--- src/rtl/disp_scan_ctrl.sv ---
// Time-multiplexed 4-digit display scanner with a double-buffered display word.
// Drives a 2-to-4 digit decoder (sel/sel_en) and the matching nibble to the segment encoder.
module disp_scan_ctrl #(
    parameter int DIV_W = 16,
    parameter int DIV   = 50000
) (
    input  logic        clk,
    input  logic        rst,
    input  logic        en,
    input  logic [15:0] data_in,
    input  logic        data_valid,
    input  logic [3:0]  blank_mask,
    output logic [1:0]  sel,
    output logic        sel_en,
    output logic [3:0]  digit,
    output logic        frame_start
);

    typedef enum logic {IDLE, SCAN} state_t;

    state_t             r_state, w_state_nxt;
    logic [DIV_W-1:0]   r_cnt, w_cnt_nxt;
    logic [1:0]         r_sel, w_sel_nxt;
    logic               r_sel_en, w_sel_en_nxt;
    logic               r_frame_start, w_frame_start_nxt;
    logic [15:0]        r_pending;
    logic [15:0]        r_shadow, w_shadow_nxt;
    logic [15:0]        w_load;
    logic               w_tick;

    // A strobe in the same cycle as a shadow load bypasses the pending register.
    assign w_load = data_valid ? data_in : r_pending;
    assign w_tick = (r_cnt == DIV_W'(DIV - 1));

    always_ff @(posedge clk) begin
        if (rst) begin
            r_state       <= IDLE;
            r_cnt         <= '0;
            r_sel         <= '0;
            r_sel_en      <= 1'b0;
            r_frame_start <= 1'b0;
            r_pending     <= '0;
            r_shadow      <= '0;
        end else begin
            r_state       <= w_state_nxt;
            r_cnt         <= w_cnt_nxt;
            r_sel         <= w_sel_nxt;
            r_sel_en      <= w_sel_en_nxt;
            r_frame_start <= w_frame_start_nxt;
            r_shadow      <= w_shadow_nxt;
            if (data_valid) begin
                r_pending <= data_in;
            end
        end
    end

    always_comb begin
        w_state_nxt       = r_state;
        w_cnt_nxt         = '0;
        w_sel_nxt         = '0;
        w_sel_en_nxt      = 1'b0;
        w_frame_start_nxt = 1'b0;
        w_shadow_nxt      = r_shadow;

        unique case (r_state)
            IDLE: begin
                if (en) begin
                    w_state_nxt       = SCAN;
                    w_shadow_nxt      = w_load;
                    w_frame_start_nxt = 1'b1;
                    w_sel_en_nxt      = ~blank_mask[0];
                end
            end
            SCAN: begin
                if (!en) begin
                    w_state_nxt = IDLE;
                end else if (w_tick) begin
                    // blank_mask is only sampled here so a digit never flickers mid-dwell.
                    w_sel_nxt    = r_sel + 2'd1;
                    w_sel_en_nxt = ~blank_mask[w_sel_nxt];
                    if (r_sel == 2'd3) begin
                        w_shadow_nxt      = w_load;
                        w_frame_start_nxt = 1'b1;
                    end
                end else begin
                    w_cnt_nxt    = r_cnt + DIV_W'(1);
                    w_sel_nxt    = r_sel;
                    w_sel_en_nxt = r_sel_en;
                end
            end
            default: w_state_nxt = IDLE;
        endcase
    end

    assign sel         = r_sel;
    assign sel_en      = r_sel_en;
    assign frame_start = r_frame_start;
    assign digit       = r_shadow[4*r_sel +: 4];

endmodule

--- config.mk ---
export PLATFORM = sky130hd
export DESIGN_NAME = disp_scan_ctrl
export DESIGN_NICKNAME = d
export VERILOG_FILES = /design/src/rtl/disp_scan_ctrl.sv
export SDC_FILE = /design/constraint.sdc
export NUM_CORES = 1
export LEC_CHECK = 0
export CAP_MARGIN = 0
export CORE_MARGIN = 2
export CORE_UTILIZATION = 25
export CTS_CLUSTER_DIAMETER = 200
export CTS_CLUSTER_SIZE = 25
export DETAILED_ROUTE_END_ITERATION = 8
export MAX_ROUTING_LAYER = met4
export SLEW_MARGIN = 5
export SYNTH_ARGS = -nofsm -noshare
export SYNTH_HDL_FRONTEND = slang
export SYNTH_SLANG_ARGS = --single-unit
--- constraint.sdc ---
create_clock -name clk -period 1.8 [get_ports clk]
set_input_delay 0.18 -clock clk [delete_from_list [all_inputs] [get_ports clk]]
set_output_delay 0.18 -clock clk [all_outputs]
set_load 0.02 [all_outputs]
# Word level (Yosys, flattened, before mapping)
# Cells that the tools add are included.
[word_totals] mem_bits_ro=0 latchBits=0 memories=0 in_bits=24 word_cells=42 mem_bits_rw=0 output_inout_bits=8 regBits=53
[op_classes] multipliers=0 div=0 n_eq_ne=7 n_lt_le_gt_ge=1 n_shift=1 addsub=2 bitwise=4 n_reduce_logical=3 n_mux=17
[ops] operator="2-to-1 mux 16 bit" count=5
[ops] operator="one-hot mux 16 bit (2 select lines)" count=1
[ops] operator="adder 16 x 1 -> 16 bit, second input constant" count=1
[ops] operator="equality test 16 bit, second input constant" count=1
[ops] operator="indexed part select 16 x 5 -> 4 bit" count=1
[ops] operator="2-to-1 mux 1 bit" count=8
[ops] operator="inequality test 2 x 1 -> 1 bit, second input constant" count=2
[ops] operator="inequality test 2 bit, second input constant" count=2
[ops] operator="inverter 1 bit" count=4
[ops] operator="one-hot mux 1 bit (2 select lines)" count=2
[ops] operator="AND reduction 4 bit" count=1
[ops] operator="OR reduction 4 bit" count=1
[ops] operator="< comparator 2 x 3 -> 1 bit, second input constant" count=1
[ops] operator="inequality test 3 x 2 -> 1 bit, second input constant" count=1
[ops] operator="OR reduction 3 bit" count=1
[ops] operator="adder 2 x 1 -> 2 bit, second input constant" count=1
[ops] operator="binary-select mux 1 bit (select 2 bit)" count=1
[ops] operator="equality test 2 bit, second input constant" count=1

# Logic depth before layout (Yosys ltp)
[logic_depth] ltp_word=7 ltp_mapped=7 mapped_depth_nobuf=5

# Least setup slack after synthesis
# No wires, ideal clock.
[synth_path] kind="register -> register" startpoint="register r_cnt[10]" endpoint="register r_shadow[2]" path_stages_with_launch=6 setup_time_ns=0.146 period_less_slack_ns=1.809 slack_ns=-0.009 n_path_buf=1 required_ns=1.654 arrival_ns=1.663 path_cell_list="dfxtp_1 or4b_4 nor4_4 a21o_4 buf_8 a211oi_2"
[synth_via] elab_chain_len=3
[synth_lines] element="from (decl)" line="22" text="logic [DIV_W-1:0] r_cnt, w_cnt_nxt;"
[synth_lines] element="from (signal assigned)" line="46" text="r_cnt <= w_cnt_nxt;"
[synth_lines] element="equality test 16 bit" line="33" text="assign w_tick = (r_cnt == DIV_W'(DIV - 1));"
[synth_lines] element="inequality test 2 x 1 -> 1 bit (no source line)"
[synth_lines] element="AND reduction 4 bit (no source line)"
[synth_lines] element="to (signal assigned)" line="50" text="r_shadow <= w_shadow_nxt;"
[synth_lines] element="to (decl)" line="27" text="logic [15:0] r_shadow, w_shadow_nxt;"
# No other way between the ends.
# A chain may end at the register's enable or synchronous reset.

# Final worst setup path
[layout_path] startpoint="register r_cnt[13]" endpoint="register r_cnt[12]"
[layout_via] elab_chain_len=2
[layout_lines] element="equality test 16 bit" line="33"
[layout_lines] element="OR reduction 4 bit (no source line)"
# No other way between the ends.

==> impl_results.md <==
- CTS tree: done
- Die width: 100 µm
- Routed via count: 1714
- CTS buffer count: 5
- Seq cells post-synth: 53
- Setup Skew: 6.04 ps
- Largest area contributor in the netlist: dfxtp_1
- Number of iterations in the first detailed-routing pass: 4
- Clock slew seen by the registers of the worst setup and hold paths: 90 ps
- Area contributors post-synth: dfxtp_1 46%, a211oi_2 8.6%, mux2i_1 7.8%, nor2_1 6.1%, xnor2_1 5.3%
- RePlAce Congestion: 0.755
- Filler Cell Count: 917
- Tot GR Track Use: 11.2%
- Synthesis-to-finish area growth: 37.8%
- Max-slew violations: 0
- Highest-count cells in the layout ignoring fill and taps: 50 x dfxtp_1, 27 x clkdlybuf4s50_1, 23 x nor2_1
- Setup TNS: -2390 ps
- Share of cells above drive strength 1: 33.5%
- Aggregate global routing overflow: 0
- Clk_lat worst skew: 300 ps
- CP startpoint kind: flop
- CP Data Required Time: 1990 ps
- Root buf cell: clkbuf_8
- Setup violators final: 35
- Fin crit period: 1910 ps
- PnR Total Power: 2.36 mW
- Ys Warns: 0
- Length of routed wiring on met1: 2.46 mm
- Synth unique cells: 30
- CTS Hold Bufs: 0
- Core Area: 9110 µm²
- Iteration-0 DRC Markers: 50
- Sink Count: 53
- FP Rows: 35
- Final WS setup: -108 ps
- Cell Count Post-Placement: 360
- Die ar.: 10100 µm²
- Die H: 100 µm
- Syn_nets: 242
- Pwr/cell area: 737 nW/µm²
- Wirelength, routed: 5.27 mm
- Max_slew headroom: 63.0%
- Ant. Diodes: 0
- Bufs on Longest Clock Path: 2
- Worst IR drop on VDD: 0.307 mV
- Non-filler instance count after layout: 377
- Worst min path class: flop to flop
- Leakage: 1.10 nW
- Mapped Area: 2320 µm²
- Failing checks: setup timing
- Vias in the first global route: 1768
- Nets: 291
- DR vias/cell: 4.55
- First-pass GRT wire length: 8.69 mm
- Met3 WL: 195 µm
- H-tree depth: 2
- Seq/Total Area, Yosys: 45.7%
- Critical Path End Type: flop
- Maxcap violations: 0
- Synth Area per Inst: 10.7 µm²
- # DRC: 0
- Top-Level Pins: 32
- Worst-path fanout max: 8
- Antenna violations before repair: 0
- # port buffers: 31
- DRT antenna net count: 0
- Mapped Cells: 216
- Pin slew with the least headroom to its limit: 554 ps
- Starting Density: 25.5%
- Routed WL per cell: 14.0 µm
- Worst hold margin: 440 ps
- Commonest non-fill, non-tap cell in the layout: dfxtp_1
- Highest routed layer: met4
- Crit share post-route: 106%
- Post-DP HPWL: 3.24 mm
- Arr. time, crit path: 2100 ps
- Final hold vios: 0
- Setup CP Type: flop to flop
- Status: finished with violations
- Fmax: 524 MHz
- RSZ-0062 raised after global routing: yes
- Share of the synthesized area in the top cell type: 45.7%
- WL met2: 2.58 mm
- Largest net degree at the start of global routing: 20
## cells in the mapped netlist
master and n:
nor4_4 1, clkbuf_2 1, buf_2 3, a211oi_2 16, o41ai_1 1, mux2i_1 18
nand4b_1 1, nor2b_1 3, a211oi_1 16, dfxtp_1 53, a21o_4 1, buf_8 1
or4b_4 2, and2_1 1, nand3_1 5, buf_6 3, inv_1 5, nand2_1 5
xnor2_1 14, mux4_2 5, or2_1 1, nand4_1 3, ha_1 2, nor3_1 3
nor2_1 38, o211ai_1 1, xor2_1 1, buf_4 2, nor4_1 4, clkbuf_1 6
## where the power goes
part / total [mW] / internal (mW) / switching, mW
Sequential: 1.25 / 1.22 / 0.0248
Combinational: 0.281 / 0.146 / 0.136
Clock: 0.829 / 0.454 / 0.375
Total: 2.36 / 1.82 / 0.535
## cells by family after synthesis
kind of cell | Yosys count | share of synthesized area (%)
adders and majority gates | 2 | 1.08
buffers and inverters | 21 | 5.39
AOI/OAI and AO/OA | 35 | 15.1
muxes | 23 | 12.6
DFF | 53 | 45.7
and+or+nand+nor | 67 | 14.4
xor gates and xnor gates | 15 | 5.66
## through the flow
| stage | setup slack [ps] | cell area (µm²) | util (%) |
|---|---|---|---|
| after global placement | -16.5 | 2850 | 31.3 |
| after floorplan | -1.22 | 2320 | - |
| after global routing | -161 | 3200 | 35.1 |
| final | -108 | 3200 | 35.1 |
| after CTS | -65.7 | 3120 | 34.3 |
| after detailed placement | -45.7 | 2850 | 31.3 |
## registers in the layout (all words and copies together), names as in the netlist
name,count
r_cnt,16
r_pending,16
r_shadow,16
sel,2
frame_start,1
r_state,1
sel_en,1
## worst max-delay path, stage by stage (launching register included)
cell and delay, ps:
dfxtp_2 330, or4b_4 540, nor4_4 290, buf_4 180
buf_6 100, or2_4 160, buf_12 170, nor2_4 30
## worst paths after layout
check                           slack (ps)  cells past startpoint   endpoint      start
worst max-delay path                  -110                      7  r_cnt[12]  r_cnt[13]
worst min register to register         440                      1   r_cnt[0]   r_cnt[0]
worst min-delay path                   440                      1   r_cnt[0]   r_cnt[0]
worst max register to register        -110                      7  r_cnt[12]  r_cnt[13]
## layer usage
layer,global-route usage (%),up-vias
met5,-,-
met4,3.16,0
met3,2.23,4
met2,17.9,34
met1,14.5,807
li1,-,869
## area by class of cell
| cell class | count | area, µm² | area share, % |
|---|---|---|---|
| multi-input combinational | 144 | 1290 | 40.4 |
| sequential | 53 | 1060 | 33.3 |
| timing repair buffer | 56 | 568 | 17.8 |
| tap | 111 | 139 | 4.34 |
| clock buffer | 7 | 86.3 | 2.70 |
| clock inverter | 1 | 30.0 | 0.939 |
| inverter | 5 | 18.8 | 0.587 |
## what timing repair did
action	4_1_cts	5_1_grt
setup endpoints to repair	37	40
gates resized for setup	30	26
setup buffers	5	2
gates cloned	3	1
pin swaps	21	12
No activity file was read; power rests on OpenSTA's default activity.
